## src/rtl/fetch_sequencer_pkg.sv

```systemverilog
// Shared definitions for the fetch/branch sequencer.
//   state_t : sequencer state encoding
//   J_LT/J_EQ/J_GT : jump-condition bit positions inside a C-instruction
//   C_BIT : bit that marks a C-instruction (0 = A-instruction)
package fetch_sequencer_pkg;

   typedef enum logic [1:0] {
      BOOT  = 2'd0,
      FETCH = 2'd1,
      EXEC  = 2'd2
   } state_t;

   localparam int J_LT  = 2;
   localparam int J_EQ  = 1;
   localparam int J_GT  = 0;
   localparam int C_BIT = 15;

endpackage

```

## src/rtl/fetch_sequencer_jump_cond.sv

```systemverilog
// Hack jump-condition decode, purely combinational.
// Ports:
//   c_instr : 1 = C-instruction; A-instructions never jump
//   j_lt    : jump if ALU result < 0
//   j_eq    : jump if ALU result == 0
//   j_gt    : jump if ALU result > 0
//   zr, ng  : ALU zero / negative flags
//   jmp     : jump taken
module jump_cond (
   input  logic c_instr,
   input  logic j_lt,
   input  logic j_eq,
   input  logic j_gt,
   input  logic zr,
   input  logic ng,
   output logic jmp
);

   // "greater than" is neither negative nor zero
   assign jmp = c_instr & ((j_lt & ng) | (j_eq & zr) | (j_gt & ~ng & ~zr));

endmodule

```

## src/rtl/fetch_sequencer.sv

```systemverilog
// Fetch/branch sequencer wrapped around the program counter.
// Fetches the word at pc from the instruction ROM, holds it in the
// instruction register for one retire cycle, then steers the counter to
// either load the A register (jump) or increment.
//
// Ports:
//   clk, res      : clock, synchronous active-low reset
//   pc, a_in      : counter value, jump target
//   zr, ng        : ALU flags, sampled during EXEC
//   exec_hold     : datapath stall, keeps EXEC
//   rom_data/valid: ROM response
//   rom_req/addr  : ROM request (addr is pc)
//   instr         : instruction register
//   instr_valid   : instr executes this cycle
//   pc_res/load/inc/in : counter controls
//   icount        : retired-instruction count (wraps)
//   err           : sticky ROM-timeout flag
//
// state | meaning
// ------+---------------------------------------------------------
// BOOT  | one cycle after reset; clears the counter
// FETCH | rom_req high, waiting for rom_valid; wait timer running
// EXEC  | instr issued; retire steers counter unless exec_hold
module fetch_sequencer #(
   parameter int WIDTH   = 16,
   parameter int TIMEOUT = 255
) (
   input  logic             clk,
   input  logic             res,
   input  logic [WIDTH-1:0] pc,
   input  logic [WIDTH-1:0] a_in,
   input  logic             zr,
   input  logic             ng,
   input  logic             exec_hold,
   input  logic [WIDTH-1:0] rom_data,
   input  logic             rom_valid,
   output logic             rom_req,
   output logic [WIDTH-1:0] rom_addr,
   output logic [WIDTH-1:0] instr,
   output logic             instr_valid,
   output logic             pc_res,
   output logic             pc_load,
   output logic             pc_inc,
   output logic [WIDTH-1:0] pc_in,
   output logic [WIDTH-1:0] icount,
   output logic             err
);

   import fetch_sequencer_pkg::*;

   // wait timer counts down from TIMEOUT; terminal count flags the error
   localparam int WW = $clog2(TIMEOUT + 1);

   state_t           state, state_nxt;
   logic [WIDTH-1:0] instr_q;
   logic [WIDTH-1:0] icount_q;
   logic [WIDTH-1:0] icount_inc;
   logic [WW-1:0]    wcnt;
   logic             err_q;
   logic             jmp;

   assign rom_addr   = pc;
   assign pc_in      = a_in;
   assign instr      = instr_q;
   assign icount     = icount_q;
   assign err        = err_q;
   assign icount_inc = icount_q + WIDTH'(1);

   jump_cond u_jump (
      .c_instr (instr_q[C_BIT]),
      .j_lt    (instr_q[J_LT]),
      .j_eq    (instr_q[J_EQ]),
      .j_gt    (instr_q[J_GT]),
      .zr      (zr),
      .ng      (ng),
      .jmp     (jmp)
   );

   always_comb begin
      state_nxt   = state;
      pc_res      = 1'b0;
      rom_req     = 1'b0;
      instr_valid = 1'b0;
      pc_load     = 1'b0;
      pc_inc      = 1'b0;
      case (state)
         BOOT: begin
            pc_res    = 1'b1;
            state_nxt = FETCH;
         end
         FETCH: begin
            rom_req = 1'b1;
            if (rom_valid) state_nxt = EXEC;
         end
         EXEC: begin
            instr_valid = 1'b1;
            if (!exec_hold) begin
               pc_load   = jmp;
               pc_inc    = ~jmp;
               state_nxt = FETCH;
            end
         end
         default: state_nxt = BOOT;
      endcase
   end

   always_ff @(posedge clk) begin
      if (!res) begin
         state    <= BOOT;
         instr_q  <= '0;
         icount_q <= '0;
         err_q    <= 1'b0;
         wcnt     <= WW'(TIMEOUT);
      end else begin
         state <= state_nxt;
         if (state == FETCH) begin
            if (rom_valid) begin
               instr_q <= rom_data;
               wcnt    <= WW'(TIMEOUT);
            end else if (wcnt != '0) begin
               wcnt <= wcnt - WW'(1);
               // last decrement means TIMEOUT idle cycles have elapsed
               if (wcnt == WW'(1)) err_q <= 1'b1;
            end
         end
         if (state == EXEC && !exec_hold) icount_q <= icount_inc;
      end
   end

endmodule

```

## config.mk

```make
export PLATFORM = sky130hd
export DESIGN_NAME = fetch_sequencer
export DESIGN_NICKNAME = d
export VERILOG_FILES = /design/src/rtl/fetch_sequencer_pkg.sv /design/src/rtl/fetch_sequencer_jump_cond.sv /design/src/rtl/fetch_sequencer.sv
export SDC_FILE = /design/constraint.sdc
export NUM_CORES = 1
export LEC_CHECK = 0
export CORE_ASPECT_RATIO = 0.8
export CORE_MARGIN = 2
export CORE_UTILIZATION = 41
export DETAILED_ROUTE_END_ITERATION = 12
export GPL_TIMING_DRIVEN = 0
export PLACE_DENSITY = 0.86
export SKIP_LAST_GASP = 1
export SLEW_MARGIN = 20
export SYNTH_ARGS = -nofsm -noshare
export SYNTH_HDL_FRONTEND = slang
export SYNTH_SLANG_ARGS = --single-unit
```

## constraint.sdc

```tcl
create_clock -name clk -period 2.61 [get_ports clk]
set_clock_uncertainty 0.1 [all_clocks]
set_input_delay 0.261 -clock clk [delete_from_list [all_inputs] [get_ports clk]]
set_output_delay 0.261 -clock clk [all_outputs]
set_load 0.02 [all_outputs]
```

After elaboration in Yosys (flattened, before gate mapping)

Index checks and enable logic that the tools add are counted.

$add $sub $neg: 2
Equality and inequality tests: 5
Muxes and demuxes: 12
Bitwise gates (word level): 11
Reductions and logical operators: 9

Operator list:

| cell                                             | count |
|---|---|
| adder 16 x 1 -> 16 bit, second input constant    | 1 |
| 2-to-1 mux 8 bit                                 | 2 |
| == test 8 x 1 -> 1 bit, second input constant    | 1 |
| nonzero test 8 bit                               | 1 |
| subtractor 8 x 1 -> 8 bit, second input constant | 1 |
| 2-to-1 mux 1 bit                                 | 7 |
| case mux 2 bit (3 select lines)                  | 1 |
| AND reduction 2 bit                              | 3 |
| bitwise AND 1 bit                                | 5 |
| 2-to-1 mux 2 bit                                 | 2 |
| != test 2 bit, second input constant             | 2 |
| NOT 1 bit                                        | 4 |
| AND reduction 4 bit                              | 1 |
| == test 2 x 1 -> 1 bit, second input constant    | 1 |
| == test 2 bit, second input constant             | 1 |
| logical NOT 2 bit                                | 1 |
| bitwise OR 1 bit                                 | 2 |
| nonzero test 2 bit                               | 1 |
| logical AND 1 bit                                | 1 |
| logical NOT 1 bit                                | 1 |

Flip-flop bits (word level): 43
Input port bits: 54
Output and inout bits: 70

Depth between registers and ports, before layout

Word-level depth: 8
Depth in mapped cells: 7
Depth with buffers taken out: 6

Hierarchy

From an unflattened synthesis, not the netlist that was laid out.

Cells, all modules: 252
Area total of the unflattened synthesis: 2109.5 µm²

By module, submodules not included:

| module          | times used | cells each | area each (µm²) |
|---|---|---|---|
| fetch_sequencer | 1          | 249        | 2085.8 |
| jump_cond       | 1          | 3          | 23.8 |

Worst setup path before layout

Ideal clock, no wire load.

Path type: register -> output
From: register state[1]
To: output port pc_inc
Arrival time: 1.429 ns
Data required time: 2.249 ns
Path slack: 0.820 ns
Stages on the path, launching flop included: 3
Cells stage by stage: dfxtp_1 -> nor3b_1 -> a21boi_0

Longest elaborated chain between the ends: 2

Ends and longest elaborated chain:

| element                | line                   | source |
|---|---|---|
| start, declared        | fetch_sequencer.sv:54  | `state_t state, state_nxt;` |
| start signal, assigned | fetch_sequencer.sv:115 | `state <= state_nxt;` |
| == test 2 bit          | fetch_sequencer.sv:86  | `case (state)` |
| 2-to-1 mux 1 bit       | fetch_sequencer.sv:86  |  |
| end, declared          | fetch_sequencer.sv:43  | `output logic pc_inc,` |

Every way passes these cells.

Worst setup path in the final report

Ends and elaborated chain as after synthesis.

==> implementation parameters <==
Parameter                              Value

Floorplanning
  Count of standard-cell rows ... 23
  Die Height ... 68.7 um
  Chip Width ... between 80 and 90 um
  Top-Level Pins ... 124
  CORE AREA ... approximately 5000 um2
  Full die area ... 5830 um2
  Initial core utilization ... 0.426

Power and ir drop
  VDD IR-drop max ... 0.275 mV
  Total power per unit cell area ... roughly 430 nW/um2
  Leakage power ... ~1.2 nW

Global route
  Tot GR Track Use ... 0.175
  Global-route wire length before repair ... about 8100 um
  Overflow after GRT ... 0
  Initial antenna violation count ... 0
  Vias in the first global route ... 1,842
  Pin count of the biggest net entering global routing ... 13

Clocking
  Clock buffer count from CTS ... 5
  Number of gates resized after cts ... 0
  Maximum buffer depth of the clock tree ... 2
  Post-CTS setup buffer count ... 0
  Hold-fix buffers, CTS ... 0
  Clock transition time at the flip-flop clock pins of the worst setup and hold paths ... approximately 0.080 ns
  CTS Root Buffer Type ... clkbuf_8
  H-tree level count ... 2
  Clock tree from TritonCTS ... done
  Sink count of the clock tree ... 43
  Clock latency reported for the late side of the worst-skew pair ... approximately 0.30 ns

Synth
  Proportion of register bits with asynchronous set or reset after synthesis ... 0
  Syn_nets ... just over 300
  Synth Register Bits ... 43
  Sequential area share after synthesis ... 0.401
  Cell accounting for the most synthesized area ... dfxtp_1
  Number of flops mapped to enable cells by yosys ... 0
  Number of distinct library cell variants in the gate-level netlist after synthesis ... 45
  Top FF cell, synth ... dfxtp_1
  Syn Area/Cell ... around 8.4 um2
  Yosys warns ... 0
  Gate count of the mapped netlist ... 254
  Largest cells by area after synthesis ... dfxtp_1 40%, buf_4 13%, nand2_1 7.9%
  Share of the synthesized area in the top cell type ... 0.401
  Combined area of all synthesized cells ... 2140 um2

Status
  Run status ... completed

Critical path
  Stages on worst setup path ... 3
  Worst setup path category ... reg2out
  Critical path arrival ... 1.99 ns
  Number of buffer and inverter instances along the worst setup path ... 1
  Worst setup path start ... state[1]$_SDFFE_PN0P_
  Cell type group with the largest total delay on the critical path ... buffers and inverters
  R2R Path Start ... wcnt[1]$_SDFFE_PN1P_
  Endpoint required time on the critical path ... 2.25 ns
  Worst R2R Path Depth ... 6
  Worst reg2reg endpoint ... wcnt[5]$_SDFFE_PN1P_
  Worst path slowest cell ... clkdlybuf4s50_1
  Type of element launching the critical path ... flip-flop
  Worst setup slack for register-to-register paths ... a little over 0.6 ns
  Cells along the critical path ... nor3b_2, a21boi_0, clkdlybuf4s50_1
  Critical path endpoint category ... output pin
  Critical Path Max Stage Delay ... about 0.65 ns
  Maximum fanout along the worst path ... 9

STA
  Number of failing hold endpoints at the final stage ... 0
  Setup repair after global routing missed its margin ... false
  Max-slew violation count ... 0
  Shortest clock period the worst path allows after layout ... about 2.4 ns
  Count of endpoints failing setup in the final report ... 0
  Hold_ws ... roughly 0.31 ns
  Worst slew pin tran ... between 0.8 and 0.9 ns
  F_max ... 425 MHz
  Period utilization ... 0.900
  Worst slew margin ... 0.454
  Final setup TNS ... 0 ns

Min path
  Hold Startpoint ... rom_valid
  Class of the worst hold path ... in2reg
  Hold Crit Depth ... 4
  Worst-case hold path end point ... state[0]$_SDFFE_PN0P_

Final layout
  ANT cells ... 0
  Fin nets ... approximately 410
  Proportion of layout cells with a drive suffix above 1 ... 0.145
  Synth-to-layout area growth ... 49.7%

Routing
  Number of DRC violations after detailed routing ... 0
  Via count of the routed design ... between 2,000 and 2,500
  Routed WL ... roughly 5300 um
  Violation count after the first detailed-route iteration ... 64
  Post-DRT Antenna Nets ... 0
  Wire per inst ... ~13 um
  Detailed-route vias per instance ... roughly 4.9
  Iteration count of the initial detailed-routing pass ... 4

Place
  GP Congestion ... around 0.84
  IO buf count ... 90
  Half-perimeter wire length after placement ... approximately 4100 um

Flow run
  Max Cap Viol ... 0
## metrics by stage
stage          total power [mW]  cells  setup slack [ns]  utilization  area, um2
2_1_floorplan             0.844    254             0.820            -       2140
3_3_place_gp              0.967    406            0.0309        0.620       3120
3_5_place_dp              0.972    406            0.0435        0.620       3120
4_1_cts                    1.38    414            0.0116        0.636       3200
5_1_grt                    1.44    414             0.129        0.637       3210
6_report                   1.37    414             0.260        0.637       3210
## layer usage
layer,part of all wire,GRT usage,vias to the layer above
met3,0.076,0.0607,5
met2,0.52,0.327,67
met4,0.0074,0.0417,0
li1,-,-,1027
met5,0,0,-
met1,0.40,0.197,938
## cells by family (layout without fill, tap and decap cells)
| family | Yosys count | after routing | share of synthesized area |
|---|---|---|---|
| DFF | 43 | 43 | 0.401 |
| muxes | 1 | 1 | 0.00467 |
| and+or+nand+nor | 102 | 102 | 0.248 |
| adders and majority gates | 3 | 3 | 0.0175 |
| xor gates and xnor gates | 15 | 15 | 0.0613 |
| buffers and inverters | 49 | 147 | 0.153 |
| AOI/OAI and AO/OA | 41 | 41 | 0.114 |
## worst max path at each step
stage          endpoint  slack, ns
6_report         pc_inc       0.26
5_1_grt          pc_inc       0.13
4_1_cts          pc_inc       0.01
3_5_place_dp     pc_inc       0.04
3_3_place_gp     pc_inc       0.03
2_1_floorplan    pc_inc       0.82
## cells in the final DEF, fill, tap and decap left out, types with 3 or more instances in the layout
master            n
clkbuf_1          8
ha_1              3
clkdlybuf4s50_1  90
or3_1             3
or4_1             5
nand3_1           5
xor2_1            9
xnor2_1           6
buf_4            36
nand4_1           7
dfxtp_1          43
inv_1             4
nand2_1          45
a21oi_1          25
and2_1            3
o31ai_1           5
nor2_1           16
clkbuf_8          5
## layout make-up
type / instances / area, um2
buffer: 44 / 309
clock buffer: 7 / 76.3
clock inverter: 1 / 5.00
fill: 450 / 1830
inverter: 5 / 18.8
multi-input combinational: 162 / 961
sequential: 43 / 861
tap: 62 / 77.6
timing repair buffer: 90 / 901
## state kept, by name, indices dropped and copies added (netlist names)
register / count
err: 1
icount: 16
instr: 16
wcnt: 8
state: 2
## where the power goes
part	total (mW)	switching [mW]	internal (mW)
logic	0.269	0.121	0.148
clock network	0.418	0.230	0.188
registers	0.686	0.0136	0.672
total	1.37	0.364	1.01
## synthesized netlist by cell type (2+ instances only)
cell	instances
xnor2_1	6
nand4_1	7
nor2_1	16
clkbuf_1	6
xor2_1	9
a21oi_1	25
nor3b_1	2
inv_1	4
o31ai_1	5
o21ai_0	2
nand2_1	45
dfxtp_1	43
buf_4	36
or4_1	5
nand3_1	5
and2_1	3
and3_1	2
or3_1	3
ha_1	3
a211oi_1	2
## worst min-delay path: cells and delay by family
kind	cells	cell delay (ns)
AND/OR/NAND/NOR	3	0.23
buffers and inverters	1	0.17
No activity file was read; power rests on OpenSTA's default activity.
